$ cat src/rtl/fifo_pkg.sv
// fifo_pkg: shared default parameters for all FIFO users
package fifo_pkg;
  localparam int FIFO_DWIDTH       = 8;
  localparam int FIFO_AWIDTH       = 4;
  localparam int FIFO_ALMOST_FULL  = 12;
  localparam int FIFO_ALMOST_EMPTY = 2;
endpackage

$ cat src/rtl/ram_memory.sv
// ram_memory: simple dual-port RAM, registered read, old data on read-during-write
module ram_memory
  import fifo_pkg::*;
#(
  parameter int DWIDTH = FIFO_DWIDTH,
  parameter int AWIDTH = FIFO_AWIDTH
) (
  input  logic              clk_i,
  input  logic              wren_i,
  input  logic [AWIDTH-1:0] wraddr_i,
  input  logic [DWIDTH-1:0] data_i,
  input  logic [AWIDTH-1:0] rdaddr_i,
  output logic [DWIDTH-1:0] q_o
);
  logic [DWIDTH-1:0] mem [2**AWIDTH];
  // nonblocking write and read in one block give old data on same-address collisions
  always_ff @(posedge clk_i) begin
    if (wren_i) mem[wraddr_i] <= data_i;
    q_o <= mem[rdaddr_i];
  end
endmodule

$ cat src/rtl/fifo_showahead.sv
// fifo_showahead: show-ahead FIFO control with pointers, occupancy and flags over a registered-read RAM
module fifo_showahead
  import fifo_pkg::*;
#(
  parameter int DWIDTH       = FIFO_DWIDTH,
  parameter int AWIDTH       = FIFO_AWIDTH,
  parameter int ALMOST_FULL  = FIFO_ALMOST_FULL,
  parameter int ALMOST_EMPTY = FIFO_ALMOST_EMPTY
) (
  input  logic              clk_i,
  input  logic              srst_i,
  input  logic [DWIDTH-1:0] data_i,
  input  logic              wrreq_i,
  input  logic              rdreq_i,
  output logic [DWIDTH-1:0] q_o,
  output logic              empty_o,
  output logic              full_o,
  output logic [AWIDTH:0]   usedw_o,
  output logic              almost_full_o,
  output logic              almost_empty_o
);
  localparam logic [AWIDTH:0] DEPTH = {1'b1, {AWIDTH{1'b0}}};
  localparam logic [AWIDTH:0] AF    = (AWIDTH+1)'(ALMOST_FULL);
  localparam logic [AWIDTH:0] AE    = (AWIDTH+1)'(ALMOST_EMPTY);
  logic [AWIDTH:0] wr_ptr_q, wr_ptr_d, rd_ptr_q, rd_ptr_d, usedw_q, usedw_d;
  logic empty_q, empty_d, full_q, full_d, af_q, af_d, ae_q, ae_d;
  logic wr_acc, rd_acc;
  // accept requests, advance pointers; empty compares against the pre-edge write pointer so a fresh word waits one edge
  always_comb begin
    wr_acc   = wrreq_i & ~full_q;
    rd_acc   = rdreq_i & ~empty_q;
    wr_ptr_d = wr_ptr_q + {{AWIDTH{1'b0}}, wr_acc};
    rd_ptr_d = rd_ptr_q + {{AWIDTH{1'b0}}, rd_acc};
    usedw_d  = wr_ptr_d - rd_ptr_d;
    empty_d  = rd_ptr_d == wr_ptr_q;
    full_d   = usedw_d == DEPTH;
    af_d     = usedw_d >= AF;
    ae_d     = usedw_d < AE;
  end
  // state registers with synchronous reset discarding all contents
  always_ff @(posedge clk_i) begin
    if (srst_i) begin
      wr_ptr_q <= '0;
      rd_ptr_q <= '0;
      usedw_q  <= '0;
      empty_q  <= 1'b1;
      full_q   <= 1'b0;
      af_q     <= 1'b0;
      ae_q     <= 1'b1;
    end else begin
      wr_ptr_q <= wr_ptr_d;
      rd_ptr_q <= rd_ptr_d;
      usedw_q  <= usedw_d;
      empty_q  <= empty_d;
      full_q   <= full_d;
      af_q     <= af_d;
      ae_q     <= ae_d;
    end
  end
  ram_memory #(.DWIDTH(DWIDTH), .AWIDTH(AWIDTH)) u_ram (
    .clk_i    (clk_i),
    .wren_i   (wr_acc & ~srst_i),
    .wraddr_i (wr_ptr_q[AWIDTH-1:0]),
    .data_i   (data_i),
    .rdaddr_i (rd_ptr_d[AWIDTH-1:0]),
    .q_o      (q_o)
  );
  assign empty_o        = empty_q;
  assign full_o         = full_q;
  assign usedw_o        = usedw_q;
  assign almost_full_o  = af_q;
  assign almost_empty_o = ae_q;
endmodule
$ cat config.mk
export PLATFORM = sky130hd
export DESIGN_NAME = fifo_showahead
export DESIGN_NICKNAME = d
export VERILOG_FILES = /design/src/rtl/fifo_pkg.sv /design/src/rtl/ram_memory.sv /design/src/rtl/fifo_showahead.sv
export SDC_FILE = /design/constraint.sdc
export NUM_CORES = 1
export LEC_CHECK = 0
export ABC_AREA = 1
export BUFFER_PORTS_ARGS = -buffer_cell sky130_fd_sc_hd__buf_4
export CORE_MARGIN = 2
export CORE_UTILIZATION = 60
export DETAILED_ROUTE_END_ITERATION = 12
export PLACE_DENSITY = 0.78
export SLEW_MARGIN = 20
export SYNTH_ARGS = -nofsm -noshare
export SYNTH_HDL_FRONTEND = slang
export SYNTH_SLANG_ARGS = --single-unit
$ cat constraint.sdc
create_clock -name clk_i -period 2.9 [get_ports clk_i]
set_input_delay 0.29 -clock clk_i [delete_from_list [all_inputs] [get_ports clk_i]]
set_output_delay 0.29 -clock clk_i [all_outputs]
set_load 0.1 [all_outputs]
Word level (Yosys, flattened, before mapping):

Memories as Yosys holds them, arrays and structs flattened. A register that Yosys moved wholly into a read port is not among the register bits.
Index checks and enable logic that the tools add are counted.

* divide/modulo/power cells: 0
* mux-type cells: 2
* eq/ne operators: 2
* order comparisons: 2
* bitwise logic cells: 6
* $add $sub $neg: 3
* shift operators: 0
* reduce and logical (&&, ||, !) cells: 0
* multipliers: 0

Operator list (count)
* 5-bit by 1-bit adder with 5-bit output: 2
* 5-bit == test: 1
* 5-bit == test (second input constant): 1
* 5-bit by 4-bit greater-or-equal comparator with 1-bit output (second input constant): 1
* 5-bit by 2-bit less-than comparator with 1-bit output (second input constant): 1
* 5-bit subtractor: 1
* 1-bit bitwise AND: 3
* 1-bit NOT: 3
* 1-bit 2-to-1 mux: 2

* register bits after elaboration: 19
* word-level logic and storage cells: 23
* input port bits: 12
* memories kept: 1
* memory bits (writable): 128
* latch bits: 0
* memory bits (read-only): 0
* output and inout port bits: 17

Memories
* u_ram.mem: words 16, bits a word 8, rd ports 1, clocked after memory_dff 1, wr ports 1, RTL line ram_memory.sv:15 `logic [DWIDTH-1:0] mem [2**AWIDTH];`

Logic depth before layout (Yosys ltp):

* word-level depth: 5
* gate-level depth with buffers: 18
* gate-level depth less buffers: 18

Modules after synthesis:

From an unflattened synthesis, not the netlist that was laid out.

* cell total of the unflattened synthesis: 700
* area total of the unflattened synthesis: 6916.6 um^2

By module, submodules not included
* ram_memory: area each 5766.8 um^2, instances 1, sequential area each 4003.8 um^2, cells an instance 551
* fifo_showahead: area each 1149.9 um^2, instances 1, sequential area each 380.4 um^2, cells an instance 149

Least setup slack after synthesis:

OpenSTA, ideal clock, no wires.

* path type: reg2reg
* from: register empty_q, in the netlist empty_o
* to: register ae_q, in the netlist almost_empty_o
* period minus slack after synthesis: 2.727 ns
* buffers on the path: 1
* path slack: 0.173 ns
* data required time: 2.790 ns
* cell stages (with the launch flop): 17
* setup time: 0.110 ns
* data arrival time: 2.618 ns
* cell sequence: dfxtp_1 inv_2 nand3_2 inv_1 ha_1 buf_2 nor2_1 nor2_1 ha_1 nor2_1 nor2_1 nand3_1 nand2_1 nand2_1 nand3_1 nand2_1 inv_1

* word-level cells in the longest chain between the ends: 5

RTL lines
* start: declaration: RTL line fifo_showahead.sv:26 `logic empty_q, empty_d, full_q, full_d, af_q, af_d, ae_q, ae_d;`
* start signal: assignment: RTL line fifo_showahead.sv:54 `empty_q <= empty_d;`
* 1-bit NOT: RTL line fifo_showahead.sv:31 `rd_acc = rdreq_i & ~empty_q;`
* 1-bit bitwise AND: RTL line fifo_showahead.sv:31
* 5-bit by 1-bit adder with 5-bit output: RTL line fifo_showahead.sv:33 `rd_ptr_d = rd_ptr_q + {{AWIDTH{1'b0}}, rd_acc};`
* via rd_ptr_d[1]: RTL line fifo_showahead.sv:25 `logic [AWIDTH:0] wr_ptr_q, wr_ptr_d, rd_ptr_q, rd_ptr_d, usedw_q, usedw_d;`
* 5-bit subtractor: RTL line fifo_showahead.sv:34 `usedw_d = wr_ptr_d - rd_ptr_d;`
* 5-bit by 2-bit less-than comparator with 1-bit output: RTL line fifo_showahead.sv:38 `ae_d = usedw_d < AE;`
* end signal: assignment: RTL line fifo_showahead.sv:49 `ae_q <= 1'b1;`
* end signal: assignment: RTL line fifo_showahead.sv:57 `ae_q <= ae_d;`
* end: declaration: RTL line fifo_showahead.sv:26

The timed path passes the listed nets, and every way through them passes these cells.
A chain may end at the register's enable or synchronous reset.

Final worst setup path:

* from: register wr_ptr_q[2]
* to: register ae_q, in the netlist almost_empty_o

* word-level cells in the longest chain between the ends: 3

RTL lines
* start: declaration: RTL line fifo_showahead.sv:25
* start signal: assignment: RTL line fifo_showahead.sv:51 `wr_ptr_q <= wr_ptr_d;`
* 5-bit by 1-bit adder with 5-bit output: RTL line fifo_showahead.sv:32 `wr_ptr_d = wr_ptr_q + {{AWIDTH{1'b0}}, wr_acc};`
* via wr_ptr_d[3]: RTL line fifo_showahead.sv:25
* 5-bit subtractor: RTL line fifo_showahead.sv:34
* 5-bit by 2-bit less-than comparator with 1-bit output: RTL line fifo_showahead.sv:38

The timed path passes the listed nets, and every way through them passes these cells.

==> run_summary.xml <==
<?xml version="1.0" encoding="UTF-8"?>
<metrics>
  <group name="status">
    <metric name="outcome" unit="">finished, final reports clean</metric>
  </group>
  <group name="setup_path">
    <metric name="setup.worst_path.end_class" unit="">flop</metric>
    <metric name="worstPathCellList" unit="">inv_1, nor3_1, xor2_1, inv_1, ha_1, inv_1, nor2_1, nand3_1, nand3_1, nand3_1, nand2_1, inv_1</metric>
    <metric name="largest_incremental_delay_on_the_critical_path" unit="ns">0.50</metric>
    <metric name="worst-path-max-fanout" unit="">7</metric>
    <metric name="worstPathArrival" unit="ns">2.72</metric>
    <metric name="cp_data_required_time" unit="ns">3.34</metric>
    <metric name="critPathSlowestCell" unit="">dfxtp_1</metric>
    <metric name="crit_type" unit="">flop to flop</metric>
    <metric name="worst_path_most_repeated_cell" unit="">inv_1</metric>
    <metric name="critical_path.startpoint_type" unit="">flop</metric>
  </group>
  <group name="clocking">
    <metric name="cts.sink_count" unit="">155</metric>
    <metric name="htreeDepth" unit="">4</metric>
    <metric name="ctsLongestPathBuffers" unit="">2</metric>
    <metric name="numCtsBuffers" unit="">17</metric>
    <metric name="buffer_count_from_post_cts_setup_fixing" unit="">0</metric>
    <metric name="tritoncts" unit="">yes</metric>
    <metric name="hold_bufs_at_cts" unit="">0</metric>
    <metric name="clk_transition_reported_paths" unit="ns">0.07</metric>
    <metric name="clk_lat_worst_skew" unit="ns">0.54</metric>
    <metric name="ctsResizeCount" unit="">0</metric>
    <metric name="cts_root_buf" unit="">clkbuf_8</metric>
  </group>
  <group name="route">
    <metric name="drcViolationCount" unit="">0</metric>
    <metric name="route.final.wire_length" unit="um">14700</metric>
    <metric name="detail_route.iter0.violations" unit="">414</metric>
    <metric name="ant_nets" unit="">0</metric>
    <metric name="vias_per_cell" unit="">5.69</metric>
    <metric name="wl_per_cell" unit="um">17.7</metric>
    <metric name="detail_route.first_pass.iterations" unit="">5</metric>
    <metric name="via_count" unit="">4749</metric>
  </group>
  <group name="timing">
    <metric name="final_max_slew_viol_count" unit="">0</metric>
    <metric name="grt_setup_unrepaired" unit="">false</metric>
    <metric name="final_min_period_over_clock_period" unit="%">78.6</metric>
    <metric name="timing.final.setup_violations" unit="">0</metric>
    <metric name="setup_total_negative_slack" unit="ns">0</metric>
    <metric name="final_period_minus_worst_setup_slack" unit="ns">2.28</metric>
    <metric name="max_freq" unit="MHz">439</metric>
    <metric name="fin_skew" unit="ns">0.00999</metric>
    <metric name="tightestPinTransition" unit="ns">0.916</metric>
    <metric name="slew_headroom" unit="%">38.7</metric>
    <metric name="report.final.hold_viol_count" unit="">0</metric>
  </group>
  <group name="floorplanning">
    <metric name="io_pins" unit="">29</metric>
    <metric name="floorplan.die_area" unit="um^2">12000</metric>
    <metric name="die_w" unit="um">109</metric>
    <metric name="coreArea" unit="um^2">10800</metric>
    <metric name="initial_core_util" unit="%">61.5</metric>
    <metric name="core.rowCount" unit="">38</metric>
    <metric name="die-height" unit="um">109</metric>
  </group>
  <group name="grt">
    <metric name="grt_antenna_before_repair" unit="">0</metric>
    <metric name="grt_start_max_net_pins" unit="">46</metric>
    <metric name="gr-usage-all-layers" unit="%">26.8</metric>
    <metric name="grt-ovfl-total" unit="">0</metric>
    <metric name="grt_pass1_wl" unit="um">23200</metric>
    <metric name="number_of_global_route_vias_before_repair" unit="">4545</metric>
  </group>
  <group name="cells_and_area">
    <metric name="final_cell_count_no_fill" unit="">834</metric>
    <metric name="nets" unit="">698</metric>
    <metric name="area_growth" unit="%">13.4</metric>
    <metric name="antenna-diode-count" unit="">0</metric>
    <metric name="final_design_area_no_fill" unit="um^2">7560</metric>
    <metric name="drive_above_1_share" unit="%">11.7</metric>
  </group>
  <group name="synthesis">
    <metric name="synthDominantCellAreaShare" unit="%">57.7</metric>
    <metric name="syn_avg_cell_area" unit="um^2">10.3</metric>
    <metric name="post_synth_main_area_contributors" unit="">edfxtp_1, nand2_1, dfxtp_1</metric>
    <metric name="synth_most_common_cell" unit="">nand2_1</metric>
    <metric name="ys_warn_count" unit="">0</metric>
    <metric name="post_synthesis_instance_area" unit="um^2">6660</metric>
    <metric name="synth.lib_cells_used.distinct" unit="">23</metric>
    <metric name="synth_common_cells" unit="">nand2_1, edfxtp_1, nand3_1</metric>
    <metric name="async_sr_flop_fraction" unit="%">0</metric>
    <metric name="post_syn_nets" unit="">667</metric>
    <metric name="flop_and_latch_count_out_of_synthesis" unit="">155</metric>
    <metric name="yosys_most_used_dff" unit="">edfxtp_1</metric>
    <metric name="synthCells" unit="">650</metric>
    <metric name="synth.largest_area_cell" unit="">edfxtp_1</metric>
    <metric name="sequential_area_share_after_synthesis" unit="%">65.8</metric>
    <metric name="synth_edf_count" unit="">128</metric>
  </group>
  <group name="pwr">
    <metric name="power_leakage" unit="nW">3.12</metric>
    <metric name="pwr-share-seq" unit="%">43.9</metric>
    <metric name="power.switching_fraction" unit="%">30.5</metric>
    <metric name="max-vdd-ir-drop" unit="mV">0.576</metric>
    <metric name="clock_power_share" unit="%">36.4</metric>
    <metric name="internal_power" unit="mW">3.99</metric>
    <metric name="logic_pwr_share" unit="%">19.8</metric>
    <metric name="p_sw" unit="mW">1.75</metric>
    <metric name="p_per_area" unit="nW/um^2">760</metric>
  </group>
  <group name="placement">
    <metric name="hpwlAfterDp" unit="um">9020</metric>
    <metric name="routabilityCongestion" unit="">0.913</metric>
    <metric name="dpl_cell_area" unit="um^2">7000</metric>
    <metric name="port-buffer-count" unit="">28</metric>
    <metric name="dp.cells" unit="">802</metric>
  </group>
  <group name="flow_run">
    <metric name="drv.max_cap_violation_count" unit="">0</metric>
  </group>
  <group name="hold_path">
    <metric name="holdCritPathClass" unit="">primary input to flop</metric>
  </group>
</metrics>
[critical path, delay by kind of cell (launching register included)]
family                     cells  cell delay (ns)
xor gates and xnor gates       1             0.24
adders and majority gates      1             0.31
buffers and inverters          4             0.35
DFF                            1             0.50
and+or+nand+nor                6             0.78
[layer usage]
layer | part of all wire [%] | track usage [%] | up-vias
li1 | - | - | 2227
met1 | 40 | 34.3 | 2260
met2 | 49 | 43.5 | 214
met3 | 8.7 | 6.28 | 48
met4 | 2.8 | 12.5 | 0
met5 | 0 | 0 | -
[power groups by stage]
stage | Combinational, mW | Clock [mW] | Sequential [mW]
after floorplan | 0.454 | 0 | 2.98
after global placement | 1.09 | 0 | 2.56
after detailed placement | 1.11 | 0 | 2.57
after CTS | 1.13 | 2.10 | 2.52
after global routing | 1.22 | 2.19 | 2.53
final | 1.14 | 2.09 | 2.52
[cell families after synthesis]
family                   after synthesis  synth area share, %
adder cells (fa/ha/maj)                5                0.939
XOR/XNOR                               6                0.789
AO/OA/AOI/OAI                         10                 1.09
flip-flops                           155                 65.8
buffers and inverters                100                 6.35
AND/OR/NAND/NOR                      374                 25.0
[area by class of cell]
type	count	area [um^2]
clock inverters	11	120
repair buffers	43	323
fillers	771	3280
clock buffers	21	439
flip-flops and latches	155	4380
inverters	69	259
multi-input cells	395	1860
well taps	140	175
[final timing paths]
kind,start,endpoint,slack (ns),cells past startpoint
max,wr_ptr_q[2],almost_empty_o,0.62,12
min,srst_i,wr_ptr_q[4],0.06,2
max reg2reg,wr_ptr_q[2],almost_empty_o,0.62,12
min reg2reg,wr_ptr_q[4],wr_ptr_q[4],0.56,3
[metrics by stage]
stage / hold slack [ns] / util [%] / power (mW) / worst slack (ns)
after global placement: 0.524 / 64.6 / 3.66 / 0.705
after CTS: 0.0468 / 69.7 / 5.75 / 0.671
after detailed placement: 0.563 / 64.6 / 3.68 / 0.667
final: 0.0586 / 69.7 / 5.75 / 0.622
after global routing: 0.0626 / 69.7 / 5.94 / 0.393
after floorplan: 0.389 / - / 3.43 / 0.173
[sequential cells by signal, summed over array words and instances (netlist names)]
name,flops
almost_empty_o,1
almost_full_o,1
empty_o,1
full_o,1
rd_ptr_q,5
u_ram.mem,128
u_ram.q_o,8
usedw_o,5
wr_ptr_q,5
[cell usage in the layout, fill, tap and decap left out]
master      instances
edfxtp_1          128
buf_4              43
clkinv_2            3
inv_2               5
nor2_1             39
clkbuf_16          16
inv_1              64
a21oi_1             1
nand3_2             1
nand2_1           199
ha_1                5
clkbuf_8            2
clkinv_4            2
clkinv_1            1
clkinvlp_4          2
nor3_1              1
xor2_1              5
nand3_1            94
nand2_2             4
dfxtp_1            27
o21bai_1            1
o211ai_1            8
clkbuf_1            3
bufinv_16           2
nand3b_1           32
xnor2_1             1
inv_6               1
nand4_1             4
Note: power is estimated with default switching activity, not from simulation.
